===== config.mk =====
export PLATFORM = sky130hd
export DESIGN_NAME = loba_acc_stage
export DESIGN_NICKNAME = d
export VERILOG_FILES = /design/src/rtl/loba_acc_pkg.sv /design/src/rtl/loba_sat_add.sv /design/src/rtl/loba_acc_stage.sv
export SDC_FILE = /design/constraint.sdc
export NUM_CORES = 1
export LEC_CHECK = 0
export BUFFER_PORTS_ARGS = -buffer_cell sky130_fd_sc_hd__buf_2
export CAP_MARGIN = 20
export CORE_MARGIN = 10
export CORE_UTILIZATION = 58
export CTS_BUF_LIST = sky130_fd_sc_hd__clkbuf_4 sky130_fd_sc_hd__clkbuf_8 sky130_fd_sc_hd__clkbuf_16
export DETAILED_ROUTE_END_ITERATION = 7
export PLACE_DENSITY = 0.82
export SETUP_SLACK_MARGIN = 0.05
export SLEW_MARGIN = 20
export SYNTH_ARGS = -nofsm -noshare
export SYNTH_HDL_FRONTEND = slang
export SYNTH_HIERARCHICAL = 1
export SYNTH_SLANG_ARGS = --single-unit
export TNS_END_PERCENT = 100

===== constraint.sdc =====
create_clock -name clk -period 2.85 [get_ports clk]
set_input_delay 0.285 -clock clk [delete_from_list [all_inputs] [get_ports clk]]
set_output_delay 0.285 -clock clk [all_outputs]
set_load 0.03 [all_outputs]

===== src/rtl/loba_acc_pkg.sv =====
// Shared types and defaults for the LOBA product accumulator stage.
// Build option LOBA_ACC_SAT_EN selects saturating accumulation (see loba_sat_add).
package loba_acc_pkg;

    typedef enum logic {
        ACCUM = 1'b0,
        HOLD  = 1'b1
    } state_t;

    localparam int unsigned N_DEF     = 16;
    localparam int unsigned LEN_DEF   = 4;
    localparam int unsigned ACC_W_DEF = 36;

    // Width able to hold a count from 0 to len inclusive.
    function automatic int unsigned cnt_w(input int unsigned len);
        return (len < 1) ? 1 : $clog2(len + 1);
    endfunction

endpackage


===== src/rtl/loba_sat_add.sv =====
// Combinational ACC_W-bit unsigned adder with carry-out.
// With LOBA_ACC_SAT_EN defined, a carry clamps the sum to all-ones; otherwise it wraps.
module loba_sat_add
    import loba_acc_pkg::*;
#(
    parameter int unsigned ACC_W = ACC_W_DEF
) (
    input  logic [ACC_W-1:0] i_a,
    input  logic [ACC_W-1:0] i_b,
    output logic [ACC_W-1:0] o_sum,
    output logic             o_carry
);

    logic [ACC_W:0] w_full;

    assign w_full  = {1'b0, i_a} + {1'b0, i_b};
    assign o_carry = w_full[ACC_W];

`ifdef LOBA_ACC_SAT_EN
    // Once clamped, any further non-zero addend carries again, so the clamp persists.
    assign o_sum = o_carry ? {ACC_W{1'b1}} : w_full[ACC_W-1:0];
`else
    assign o_sum = w_full[ACC_W-1:0];
`endif

endmodule


===== src/rtl/loba_acc_stage.sv =====
// Groups LEN multiplier products into a sum, presented on a held valid/ready output.
// Build option LOBA_ACC_SAT_EN selects saturating instead of wrapping accumulation.
module loba_acc_stage
    import loba_acc_pkg::*;
#(
    parameter int unsigned N     = N_DEF,
    parameter int unsigned LEN   = LEN_DEF,
    parameter int unsigned ACC_W = ACC_W_DEF,
    localparam int unsigned CNT_W = cnt_w(LEN)
) (
    input  logic               clk,
    input  logic               rst_n,
    input  logic               in_valid,
    output logic               in_ready,
    input  logic [2*N-1:0]     in_p,
    input  logic               flush,
    output logic               out_valid,
    input  logic               out_ready,
    output logic [ACC_W-1:0]   out_sum,
    output logic [CNT_W-1:0]   out_cnt,
    output logic               out_ovf
);

    state_t             r_state;
    state_t             w_state_nxt;
    logic [ACC_W-1:0]   r_acc;
    logic [CNT_W-1:0]   r_cnt;
    logic               r_ovf;
    logic               r_out_valid;
    logic [ACC_W-1:0]   r_out_sum;
    logic [CNT_W-1:0]   r_out_cnt;
    logic               r_out_ovf;

    logic               w_beat;
    logic               w_close;
    logic [ACC_W-1:0]   w_p_ext;
    logic [ACC_W-1:0]   w_add_sum;
    logic               w_add_carry;
    logic [ACC_W-1:0]   w_acc_nxt;
    logic [CNT_W-1:0]   w_cnt_nxt;
    logic               w_ovf_nxt;

    assign w_p_ext = ACC_W'(in_p);

    loba_sat_add #(.ACC_W(ACC_W)) u_add (
        .i_a     (r_acc),
        .i_b     (w_p_ext),
        .o_sum   (w_add_sum),
        .o_carry (w_add_carry)
    );

    assign w_beat    = in_valid & in_ready;
    assign w_acc_nxt = w_beat ? w_add_sum : r_acc;
    assign w_cnt_nxt = w_beat ? r_cnt + CNT_W'(1) : r_cnt;
    assign w_ovf_nxt = r_ovf | (w_beat & w_add_carry);

    // An idle flush (nothing accumulated, no beat) must not emit an empty group.
    assign w_close = (r_state == ACCUM) &
                     ((w_beat & (r_cnt == CNT_W'(LEN - 1))) |
                      (flush & ((r_cnt != '0) | w_beat)));

    // NOTE: sequential state uses non-blocking assignments so every register samples pre-edge values.
    always_ff @(posedge clk or negedge rst_n) begin
        if (!rst_n) begin
            r_state <= ACCUM;
        end else begin
            r_state <= w_state_nxt;
        end
    end

    // NOTE: default assignment first so no path through the case leaves a latch.
    always_comb begin
        w_state_nxt = r_state;
        case (r_state)
            ACCUM:   if (w_close)   w_state_nxt = HOLD;
            HOLD:    if (out_ready) w_state_nxt = ACCUM;
            default: w_state_nxt = ACCUM;
        endcase
    end

    // Decoded from state alone, so out_ready never reaches in_ready combinationally.
    always_comb begin
        in_ready = (r_state == ACCUM);
    end

    always_ff @(posedge clk or negedge rst_n) begin
        if (!rst_n) begin
            r_acc <= '0;
            r_cnt <= '0;
            r_ovf <= 1'b0;
        end else if (w_close) begin
            r_acc <= '0;
            r_cnt <= '0;
            r_ovf <= 1'b0;
        end else begin
            r_acc <= w_acc_nxt;
            r_cnt <= w_cnt_nxt;
            r_ovf <= w_ovf_nxt;
        end
    end

    always_ff @(posedge clk or negedge rst_n) begin
        if (!rst_n) begin
            r_out_valid <= 1'b0;
            r_out_sum   <= '0;
            r_out_cnt   <= '0;
            r_out_ovf   <= 1'b0;
        end else if (w_close) begin
            r_out_valid <= 1'b1;
            r_out_sum   <= w_acc_nxt;
            r_out_cnt   <= w_cnt_nxt;
            r_out_ovf   <= w_ovf_nxt;
        end else if (r_state == HOLD && out_ready) begin
            r_out_valid <= 1'b0;
        end
    end

    assign out_valid = r_out_valid;
    assign out_sum   = r_out_sum;
    assign out_cnt   = r_out_cnt;
    assign out_ovf   = r_out_ovf;

endmodule


==> results.yml <==
timing:
  period_share_pct: 95.64
  maxSlewViolCount: 0
  worst_clock_skew_ns: 0.007634
  fin_worst_hold_slack_ns: -0.02979
  setup_violations: 0
  max_freq_mhz: 366.9
  tns_ns: 0
  slew_headroom_pct: 51.72
  period_needed_ns: 2.726
  hold_viol_final: 52
  rsz0062_at_grt: "yes"
  tightest_slew_ns: 0.7241
clocking:
  cts-root-buf: "clkbuf_8"
  clk_latency_ns: 0.35
  cts_tree: "yes"
  clockBufferDepth: 2
  cts_made_buffers: 9
  clock-sinks: 82
  htree_levels: 3
  clk_pin_slew_ns: 0.08
  hold_buffers: 0
routing:
  avgViaCountPerCell: 5.616
  wl_per_cell_microns: 16.31
  drc_errors: 0
  routed_wl_mm: 12.92
  ant_nets: 0
  num_vias: 4448
  first_pass_iters: 4
  drt_iter0_drc: 280
die:
  die_area_sq_mm: 0.01388
  row_count: 35
  die_h_microns: 117.8
  initial_utilization_pct: 59.77
  fp.coreArea_sq_mm: 0.009284
  die_x_microns: 117.8
  num_io_pins: 79
synthesis:
  yosysWarningCount: 6
  ys_ff_latch: 82
  synth.area.top_cells: "dfrtp_1 (37%), mux2i_1 (14%), ha_1 (8.8%)"
  netlist.area_leader.share_pct: 36.98
  async_reset_ff_share_pct: 100.0
  synth.most_common_cell: "dfrtp_1"
  synthTopCellsByCount: "dfrtp_1 (82), mux2i_1 (78), nor2_1 (56)"
  syn-cell-area_sq_mm: 0.005549
  synth_cell_types: 72
  synth-seq-area-share_pct: 36.98
  synth_cells: 569
  syn_avg_cell_area_sq_um: 9.752
  synth-main-ff-cell: "dfrtp_1"
  synth_edf_count: 0
  synth_area_leader_cell: "dfrtp_1"
layout:
  synthToLayoutAreaGrowth_pct: 15.99
  nets: 738
  stdcell_count: 792
  drive_above_1_share_pct: 22.93
  antennaDiodeCount: 0
  fillers: 740
global_route:
  grt_pass1_wl_mm: 21.47
  grt_max_degree: 83
  first_global_vias: 4656
  grt_remaining_overflow: 0
  track_usage_pct: 18.17
  antenna_found_initial: 0
power:
  finalPower_mw: 7.228
  peakVddDrop_mv: 0.7690
  power_leakage_nw: 3.331
  powerDensity_mw_per_mm2: 1123
  p_sw_mw: 3.382
  power_frac_seq_pct: 26.7
  combPwrFrac_pct: 61.9
  netSwitchingFraction_pct: 46.80
  p_int_mw: 3.845
  clkPwrFrac_pct: 11.4
critical_path:
  crit_slowest_cell: "dfrtp_1"
  cp.depth: 11
  worstSetupStartpointType: "register"
  crit_chain: "ha_2, nand2_1, o311ai_0, a21oi_1, a31oi_2, a221oi_2, buf_4, o31ai_4, xor2_1, mux2i_1, mux2i_1"
  crit_required_ns: 3.08
  cpPeakStageDelay_ns: 0.40
  crit_fanout: 6
  critPathArrivalTime_ns: 2.96
  cp_top_family: "compound AO/OA/AOI/OAI gates"
  path_class: "reg -> reg"
  cp-end-kind: "register"
  cp_common_cell: "mux2i_1"
  cp_num_buf_inv: 1
  reg2reg_depth: 11
placement:
  dp.cells: 775
  dpl.hpwl_mm: 9.656
  gp_congestion: 0.8731
  port_buffers: 78
worst_hold_path:
  min_path_type: "in -> async"
outcome:
  violations: "negative hold slack"
  status: "complete, but fails checks"
job:
  cap_violations: 0
-- layout by cell type, fill, tap and decap left out, drive strengths merged, types with 8 or more instances in the layout --
cell type    n
dfrtp       82
nand4        8
o21ai       15
and3         9
clkbuf      10
a21o        26
nand2       33
nand3        9
ha          39
xor2        13
mux2i       78
buf        100
xnor2       17
inv         52
nor2        56
a21oi       36
-- path summary, 6_finish.rpt --
path	endpoint	slack, ns	start
max	out_sum[32]	0.12	r_acc[14]
min	out_sum[13]	-0.03	rst_n
max reg2reg	out_sum[32]	0.12	r_acc[14]
min reg2reg	out_valid	0.49	out_valid
max in group asynchronous	out_sum[27]	2.39	rst_n
min in group clk	r_state	0.12	out_ready
-- flip-flops by register name (all words and copies together), names as in the netlist --
register / count
r_state: 1
r_acc: 36
r_cnt: 3
out_valid: 1
r_ovf: 1
out_cnt: 3
out_ovf: 1
out_sum: 36
-- power groups by stage --
stage                     clock network [mW]  registers, mW  logic [mW]
after floorplan                            0           2.41        2.81
after global placement                     0           1.91        4.17
after detailed placement                   0           1.94        4.31
after CTS                              0.843           1.93        4.35
after global routing                   0.892           1.99        4.90
final                                  0.823           1.93        4.47
-- per-stage QoR --
step           util (%)  hold WS (ns)  worst slack [ns]  area, sq um
3_3_place_gp      66.05        0.4573            0.1291         6132
2_1_floorplan         -      -0.01059            0.2387         5560
4_1_cts           68.07        0.1090           0.05176         6320
5_1_grt           69.33       0.03108           0.02561         6436
3_5_place_dp      66.05        0.4687           0.04315         6132
6_report          69.33      -0.02979            0.1243         6436
-- final cells by class --
| cell class | instances | area, sq um | share of cell area [%] |
|---|---|---|---|
| inverter | 52 | 195.2 | 3.033 |
| tap | 129 | 161.4 | 2.508 |
| timing repair buffer | 100 | 586.8 | 9.117 |
| clock buffer | 10 | 137.6 | 2.138 |
| clock inverter | 3 | 42.54 | 0.6610 |
| multi-input combinational | 416 | 3261 | 50.66 |
| sequential | 82 | 2052 | 31.88 |
-- worst register-to-register path: cells and delay by family, from the launching register on --
| family | cells | cell delay (ns) |
|---|---|---|
| AO/OA/AOI/OAI | 5 | 1.12 |
| XOR/XNOR | 1 | 0.10 |
| adder cells (fa/ha/maj) | 1 | 0.39 |
| buffers and inverters | 1 | 0.16 |
| flip-flops | 1 | 0.40 |
| multiplexers | 2 | 0.31 |
| AND/OR/NAND/NOR | 1 | 0.11 |
-- metal layers --
layer | vias up | global-route usage [%] | wire (microns)
li1 | 2168 | - | -
met1 | 2136 | 22.67 | 5694
met2 | 125 | 30.42 | 6338
met5 | - | 0 | 0
met3 | 19 | 3.501 | 668
met4 | 0 | 6.646 | 216
-- timing repair --
item | in CTS | in global routing
pin swaps | 1 | 8
buffers inserted | 1 | 3
setup endpoints to repair | 3 | 24
gates resized for setup | 0 | 23
-- cell families after synthesis --
kind of cell	share of synthesized area, %
muxes	14.48
other	0.06758
xor gates and xnor gates	4.735
DFF	36.98
buffers and inverters	6.561
adders and majority gates	9.155
and+or+nand+nor	12.06
AOI/OAI and AO/OA	15.96
Note: power is estimated with default switching activity, not from simulation.
